$ cat config.mk
export PLATFORM = sky130hd
export DESIGN_NAME = noc_ni_packetizer
export DESIGN_NICKNAME = d
export VERILOG_FILES = /design/src/rtl/noc_ni_packetizer_pkg.sv /design/src/rtl/noc_credit_cnt.sv /design/src/rtl/noc_ni_packetizer.sv
export SDC_FILE = /design/constraint.sdc
export NUM_CORES = 1
export LEC_CHECK = 0
export CELL_PAD_IN_SITES_DETAIL_PLACEMENT = 1
export CELL_PAD_IN_SITES_GLOBAL_PLACEMENT = 1
export CORE_ASPECT_RATIO = 0.8
export CORE_MARGIN = 4
export CORE_UTILIZATION = 41
export DETAILED_ROUTE_END_ITERATION = 10
export PLACE_DENSITY = 0.86
export RECOVER_POWER = 25
export SYNTH_ARGS = -nofsm -noshare
export SYNTH_HDL_FRONTEND = slang
export SYNTH_SLANG_ARGS = --single-unit
$ cat constraint.sdc
create_clock -name clk -period 4.6 [get_ports clk]
set_input_delay 0.92 -clock clk [delete_from_list [all_inputs] [get_ports clk]]
set_output_delay 0.92 -clock clk [all_outputs]
set_load 0.03 [all_outputs]
$ cat src/rtl/noc_ni_packetizer_pkg.sv
// Shared definitions for the NoC network-interface packetizer.
// - Flit layout: 8 bits, {type[1:0], body[5:0]}.
// - Flit type codes BODY/HEAD/TAIL/HTAIL.
// - Packetizer FSM state encodings IDLE/HEAD/PAYLOAD.
// - mk_flit(): assembles a flit from its type and body fields.
// No ports (package only).
package noc_ni_packetizer_pkg;

  localparam int FLIT_W   = 8;
  localparam int TYPE_MSB = 7;
  localparam int TYPE_LSB = 6;
  localparam int BODY_W   = 6;

  localparam logic [1:0] FT_BODY  = 2'b00;
  localparam logic [1:0] FT_HEAD  = 2'b01;
  localparam logic [1:0] FT_TAIL  = 2'b10;
  localparam logic [1:0] FT_HTAIL = 2'b11;

  typedef enum logic [1:0] {
    ST_IDLE    = 2'd0,
    ST_HEAD    = 2'd1,
    ST_PAYLOAD = 2'd2
  } state_e;

  function automatic logic [FLIT_W-1:0] mk_flit(input logic [1:0]        ftype,
                                                input logic [BODY_W-1:0] body);
    return {ftype, body};
  endfunction

endpackage

$ cat src/rtl/noc_credit_cnt.sv
// Credit counter for the downstream router buffer.
// Ports:
//   clk, rst   clock, asynchronous active-high reset (count -> BUF_DEPTH)
//   i_inc      credit returned by the buffer (one per flit read out)
//   i_dec      credit consumed (one per flit written)
//   o_count    current credit count
//   o_err      sticky: a credit arrived while the count was already full
module noc_credit_cnt #(
  parameter int BUF_DEPTH = 16,
  parameter int CW        = 5
) (
  input  logic          clk,
  input  logic          rst,
  input  logic          i_inc,
  input  logic          i_dec,
  output logic [CW-1:0] o_count,
  output logic          o_err
);

  localparam logic [CW-1:0] FULL = CW'(BUF_DEPTH);

  logic [CW-1:0] r_count;
  logic          r_err;

  // Simultaneous inc and dec cancel out; a surplus credit at FULL is
  // dropped and flagged rather than wrapping the counter.
  always_ff @(posedge clk or posedge rst) begin
    if (rst) begin
      r_count <= FULL;
      r_err   <= 1'b0;
    end else begin
      case ({i_inc, i_dec})
        2'b10: begin
          if (r_count == FULL) r_err   <= 1'b1;
          else                 r_count <= r_count + 1'b1;
        end
        2'b01:   r_count <= r_count - 1'b1;
        default: ;
      endcase
    end
  end

  assign o_count = r_count;
  assign o_err   = r_err;

endmodule

$ cat src/rtl/noc_ni_packetizer.sv
// NoC network-interface packetizer: turns a packet request plus a 6-bit
// payload stream into head/body/tail flits for a router input buffer,
// under credit-based flow control.
// Ports:
//   clk, rst                  clock, asynchronous active-high reset
//   req_valid/req_ready       packet request handshake (ready only in IDLE)
//   req_dest_x/y, req_len     destination and payload flit count (clamped to MAX_LEN)
//   data_valid/data_ready     payload handshake (ready in PAYLOAD with credits)
//   data_in                   payload word
//   flit_out, wr_en           registered flit and write strobe to the router buffer
//   credit_in                 one pulse per flit drained from the router buffer
//   credits, cred_err         credit count and sticky credit-overflow flag
//   pkt_cnt                   (only with NI_PKT_STATS_EN) completed packet count
// Build option: define NI_PKT_STATS_EN to add the pkt_cnt output and counter.
module noc_ni_packetizer
  import noc_ni_packetizer_pkg::*;
#(
  parameter int BUF_DEPTH = 16,
  parameter int MAX_LEN   = 15,
  parameter int CW        = 5
) (
  input  logic              clk,
  input  logic              rst,
  input  logic              req_valid,
  output logic              req_ready,
  input  logic [2:0]        req_dest_x,
  input  logic [2:0]        req_dest_y,
  input  logic [3:0]        req_len,
  input  logic              data_valid,
  output logic              data_ready,
  input  logic [BODY_W-1:0] data_in,
  output logic [FLIT_W-1:0] flit_out,
  output logic              wr_en,
  input  logic              credit_in,
  output logic [CW-1:0]     credits,
  output logic              cred_err
`ifdef NI_PKT_STATS_EN
  ,
  output logic [15:0]       pkt_cnt
`endif
);

  localparam logic [4:0] LEN_CAP = 5'(MAX_LEN);

  state_e            r_state;
  state_e            w_state_nxt;
  logic [2:0]        r_dest_x;
  logic [2:0]        r_dest_y;
  logic [3:0]        r_len;
  logic [3:0]        r_remaining;
  logic [3:0]        w_rem_nxt;
  logic [3:0]        w_len_clamped;
  logic [FLIT_W-1:0] r_flit;
  logic [FLIT_W-1:0] w_flit_nxt;
  logic              r_wr_en;
  logic              w_emit;
  logic              w_accept;
  logic              w_cred_ok;

  assign w_cred_ok     = (credits != '0);
  assign req_ready     = (r_state == ST_IDLE);
  assign data_ready    = (r_state == ST_PAYLOAD) && w_cred_ok;
  assign w_accept      = req_valid && req_ready;
  assign w_len_clamped = ({1'b0, req_len} > LEN_CAP) ? LEN_CAP[3:0] : req_len;

  // Decision stage: choose next state and the flit to emit this cycle.
  always_comb begin
    w_state_nxt = r_state;
    w_emit      = 1'b0;
    w_flit_nxt  = r_flit;
    w_rem_nxt   = r_remaining;
    case (r_state)
      ST_IDLE: begin
        if (w_accept) w_state_nxt = ST_HEAD;
      end
      ST_HEAD: begin
        if (w_cred_ok) begin
          w_emit = 1'b1;
          if (r_len == 4'd0) begin
            w_flit_nxt  = mk_flit(FT_HTAIL, {r_dest_x, r_dest_y});
            w_state_nxt = ST_IDLE;
          end else begin
            w_flit_nxt  = mk_flit(FT_HEAD, {r_dest_x, r_dest_y});
            w_rem_nxt   = r_len;
            w_state_nxt = ST_PAYLOAD;
          end
        end
      end
      ST_PAYLOAD: begin
        if (data_valid && data_ready) begin
          w_emit    = 1'b1;
          w_rem_nxt = r_remaining - 4'd1;
          if (r_remaining == 4'd1) begin
            w_flit_nxt  = mk_flit(FT_TAIL, data_in);
            w_state_nxt = ST_IDLE;
          end else begin
            w_flit_nxt  = mk_flit(FT_BODY, data_in);
          end
        end
      end
      default: w_state_nxt = ST_IDLE;
    endcase
  end

  // Output stage: control state and the registered flit interface.
  always_ff @(posedge clk or posedge rst) begin
    if (rst) begin
      r_state <= ST_IDLE;
      r_flit  <= '0;
      r_wr_en <= 1'b0;
    end else begin
      r_state <= w_state_nxt;
      r_flit  <= w_flit_nxt;
      r_wr_en <= w_emit;
    end
  end

  // Request fields and the payload countdown are only meaningful once
  // the FSM has left IDLE, so they carry no reset.
  always_ff @(posedge clk) begin
    if (w_accept) begin
      r_dest_x <= req_dest_x;
      r_dest_y <= req_dest_y;
      r_len    <= w_len_clamped;
    end
    r_remaining <= w_rem_nxt;
  end

  assign flit_out = r_flit;
  assign wr_en    = r_wr_en;

  noc_credit_cnt #(
    .BUF_DEPTH (BUF_DEPTH),
    .CW        (CW)
  ) u_credit_cnt (
    .clk     (clk),
    .rst     (rst),
    .i_inc   (credit_in),
    .i_dec   (w_emit),
    .o_count (credits),
    .o_err   (cred_err)
  );

`ifdef NI_PKT_STATS_EN
  logic [15:0] r_pkt_cnt;
  logic        w_last;

  // A flit emitted while heading back to IDLE is a TAIL or HTAIL.
  assign w_last = w_emit && (w_state_nxt == ST_IDLE);

  always_ff @(posedge clk or posedge rst) begin
    if (rst)         r_pkt_cnt <= 16'd0;
    else if (w_last) r_pkt_cnt <= r_pkt_cnt + 16'd1;
  end

  assign pkt_cnt = r_pkt_cnt;
`endif

endmodule

==> out/metrics.sh <==
DOMINANTREGCELLSYNTH='sky130_fd_sc_hd__dfrtp_1'
CRITPATHLAUNCHTYPE='flip-flop'
RSZ0062_AT_GRT='no'
RR_WORST_DEPTH=11
CTS-RESIZED-GATES=0
SETUP.REG_TO_REG.WORST_SLACK_NS=1.02
NUM_IO_PINS=38
ASYNC_FLOP_SHARE_PCT=54.8
HOLD_PATH.CLASS='reg2reg'
POST-ROUTE-PERIOD-UTIL_PCT=77.9
DR.FIRST_ITER.DRC_COUNT=87
START_UTIL_PCT=42.7
CORE_UM2=3830
CP_CELL_SEQUENCE='inv_1, ha_1, clkbuf_1, a21o_1, nand2_1, or3_4, fa_1, nand2b_1, o2bb2ai_1, mux2i_1, a211o_1'
STATUS='complete, no violations'
CRITPATHSLOWESTCELL='sky130_fd_sc_hd__clkbuf_1'
POWER.DENSITY_CELL_AREA_nW_PER_UM2=730
IR_DROP_uV=312
FINALWEIGHTEDCONGESTION=0.817
NETLIST_AREA_PRE_PLACE_UM2=1640
GRT_START_MAX_NET_PINS=24
CP_MAX_FO=23
SYN_AVG_CELL_AREA_UM2=11.4
MAX-CLOCK-PATH-BUFFERS=2
GRTUSAGEMET1_PCT=21.8
MAX_CAP_VIOL_COUNT=0
GROUTE.LAYER.MET3.USAGE_PCT=5.83
FIN_WORST_SKEW_NS=0.00949
ANT_NETS=0
POST-DP-HPWL_UM=3110
GRT_UTIL_MET2_PCT=31.5
CP_CLASS='reg2reg'
SETUP_VIOL=0
GLOBAL_ROUTE_WIRE_LENGTH_BEFORE_REPAIR_UM=7110
DIE_X_UM=78.6
DETAILED_ROUTE_WL_UM=4090
CTS_SETUP_BUFFERS=0
WL_PER_CELL_UM=17.1
PATH_BUF_INV=2
CTS-HOLD-FIX-BUFFERS=0
HOLD_VIOLATIONS=0
DIE_H_UM=64.5
FINALNETCOUNT=213
DATA_REQUIRED_TIME_AT_THE_WORST_ENDPOINT_NS=4.82
SETUP.WORST_PATH.START='r_state[0]'
PLACE.DETAILED.INSTANCES=231
CRITPATHTOPFAMILY='buffers and inverters'
TIMING.CRITICAL_PATH.SLOWEST_CELL_DELAY_NS=0.83
CLOCK_TREE.HTREE_LEVEL_COUNT=2
CLOCK-SINKS=31
SYNTH_NETS=174
TOTAL_VIA_COUNT_IN_THE_ROUTED_DESIGN=1245
FMAX_MHz=279
NUMCTSBUFFERS=5
MAXSLEWVIOLCOUNT=0
SYNTH_SEQ_AREA_SHARE_PCT=51.8
TNS_NS=0
N_FILL_CELL=421
REG2REG_TO='u_credit_cnt.o_count[4]'
WORSTSKEWPAIRLATENCY_NS=0.29
SYNTHCELLS=144
PLACEMENT_ROWS=20
PLACEMENT.IO_BUFFERS=37
CTS_TREE='built'
FIRST_PASS_ITERS=4
LAYOUT_AREA_OVERHEAD_PCT=30.0
DRIVE_ABOVE_1_SHARE_PCT=7.07
GRT_OVERFLOW=0
CP-ENDPOINT='u_credit_cnt.o_count[4]'
CTSROOTBUFFERMASTER='sky130_fd_sc_hd__clkbuf_8'
FINAL_CELLS=239
REGTOREGSTARTPOINT='r_state[0]'
GRT_PASS1_VIAS=1420
WORST_SETUP_HOLD_PATH_CLK_SLEW_NS=0.07
ANTENNA_CELLS_INSERTED=0
CP.ARRIVAL_NS=3.80
SETUP.WORST_PATH.END_CLASS='flip-flop'
SYNTHDISTINCTLIBCELLS=41
DIEAREA_UM2=5070
TRACK_USAGE_PCT=18.3
SYNTHESIS.YOSYS.WARNINGS=0
TIGHTESTPINTRANSITION_NS=1.13
SYNTH-SEQ-CELLS=31
POST-ROUTE-DRC-COUNT=0
TIMING.FINAL.CRIT_PERIOD_NS=3.58
ANTENNA_FOUND_INITIAL=0
ROUTED_VIA_DENSITY=5.21
CRITICAL_PATH_DEPTH=11
WORST_SLEW_MARGIN_REL_PCT=24.9
CELLLEAKAGEPOWER_nW=0.869
BUSIEST_LAYER='met2'
SYNTH_ENABLE_FLOP_CELLS=14
[registers in the layout, indices dropped and copies added (netlist names)]
name and cells:
r_dest_x 3, wr_en 1, r_remaining 4, r_len 4
flit_out 8, r_dest_y 3, r_state 2, u_credit_cnt.o_err 1
u_credit_cnt.o_count 5
[Yosys cell counts, drive strengths merged (2+ instances only)]
cell     n  area share (%)
inv     11             2.5
nor3     2            0.61
mux2     3             2.1
a21boi   2            0.92
mux2i   10             6.1
xnor2    5             2.7
edfxtp  14              26
nand2   11             2.5
a21o     2            0.92
a21oi   10             3.1
buf      3             1.2
nor3b    2            0.92
nor2b    2            0.76
clkbuf   3            0.69
ha       8             6.1
nor2     8             2.8
dfrtp   16              24
nand3    3            0.92
o21ai   10             3.1
nor4     3             1.1
[worst min-delay path, stage by stage, from the launching register on]
cell and delay (ns):
sky130_fd_sc_hd__dfrtp_1 0.35, sky130_fd_sc_hd__nand2_1 0.05, sky130_fd_sc_hd__o21ai_0 0.07
[routing by layer]
| layer | vias up | wire [um] |
|---|---|---|
| li1 | 590 | - |
| met1 | 611 | 1720 |
| met2 | 37 | 2070 |
| met3 | 7 | 232 |
| met4 | 0 | 55 |
| met5 | - | 0 |
[through the flow]
| stage | power (mW) | cell area [um^2] | hold slack [ns] | utilization [%] | setup slack (ns) |
|---|---|---|---|---|---|
| global route | 1.67 | 2130 | 0.533 | 55.6 | 0.801 |
| detailed placement | 1.35 | 2050 | 0.481 | 53.6 | 1.10 |
| global placement | 1.30 | 2050 | 0.472 | 53.6 | 1.23 |
| CTS | 1.57 | 2130 | 0.513 | 55.7 | 1.33 |
| finish | 1.55 | 2130 | 0.504 | 55.6 | 1.02 |
| floorplan | 1.06 | 1640 | 0.492 | - | 1.70 |
[worst min-delay path by stage]
stage / endpoint / slack (ns) / from / cells past startpoint
floorplan: r_state[0] / 0.49 / r_state[0] / 1
global placement: flit_out[7] / 0.47 / flit_out[7] / 2
detailed placement: flit_out[5] / 0.48 / flit_out[5] / 2
CTS: u_credit_cnt.o_err / 0.51 / u_credit_cnt.o_err / 1
global route: u_credit_cnt.o_err / 0.53 / u_credit_cnt.o_err / 1
finish: flit_out[5] / 0.50 / flit_out[5] / 2
[logic make-up after synthesis]
kind of cell,count (synthesis),share of synthesized area [%]
buffers and inverters,17,4.43
AND/OR/NAND/NOR,36,12.0
multiplexers,13,8.18
AO/OA/AOI/OAI,33,13.6
adder cells (fa/ha/maj),9,7.34
XOR/XNOR,5,2.68
flip-flops,31,51.8
[final cells by class]
class / count / area (um^2) / share of cell area (%)
inverters: 11 / 41.3 / 1.94
clock buffers: 8 / 80.1 / 3.76
repair buffers: 38 / 374 / 17.6
flip-flops and latches: 31 / 847 / 39.8
multi-input cells: 96 / 717 / 33.7
well taps: 55 / 68.8 / 3.23
[cell usage in the layout (no fill, tap or decap), types with 7 or more instances in the layout]
cell,n
sky130_fd_sc_hd__clkdlybuf4s50_1,26
sky130_fd_sc_hd__dfrtp_1,16
sky130_fd_sc_hd__edfxtp_1,14
sky130_fd_sc_hd__nand2_1,11
sky130_fd_sc_hd__dlygate4sd3_1,11
sky130_fd_sc_hd__inv_1,10
sky130_fd_sc_hd__a21oi_1,10
sky130_fd_sc_hd__mux2i_1,10
sky130_fd_sc_hd__o21ai_0,9
sky130_fd_sc_hd__ha_1,8
sky130_fd_sc_hd__nor2_1,7
[report_power, final]
group	internal (mW)	switching [mW]	leakage (nW)
Combinational	0.348	0.476	0.492
Clock	0.107	0.102	0.0395
Sequential	0.420	0.100	0.337
Total	0.875	0.678	0.869
No activity file was read; power rests on OpenSTA's default activity.
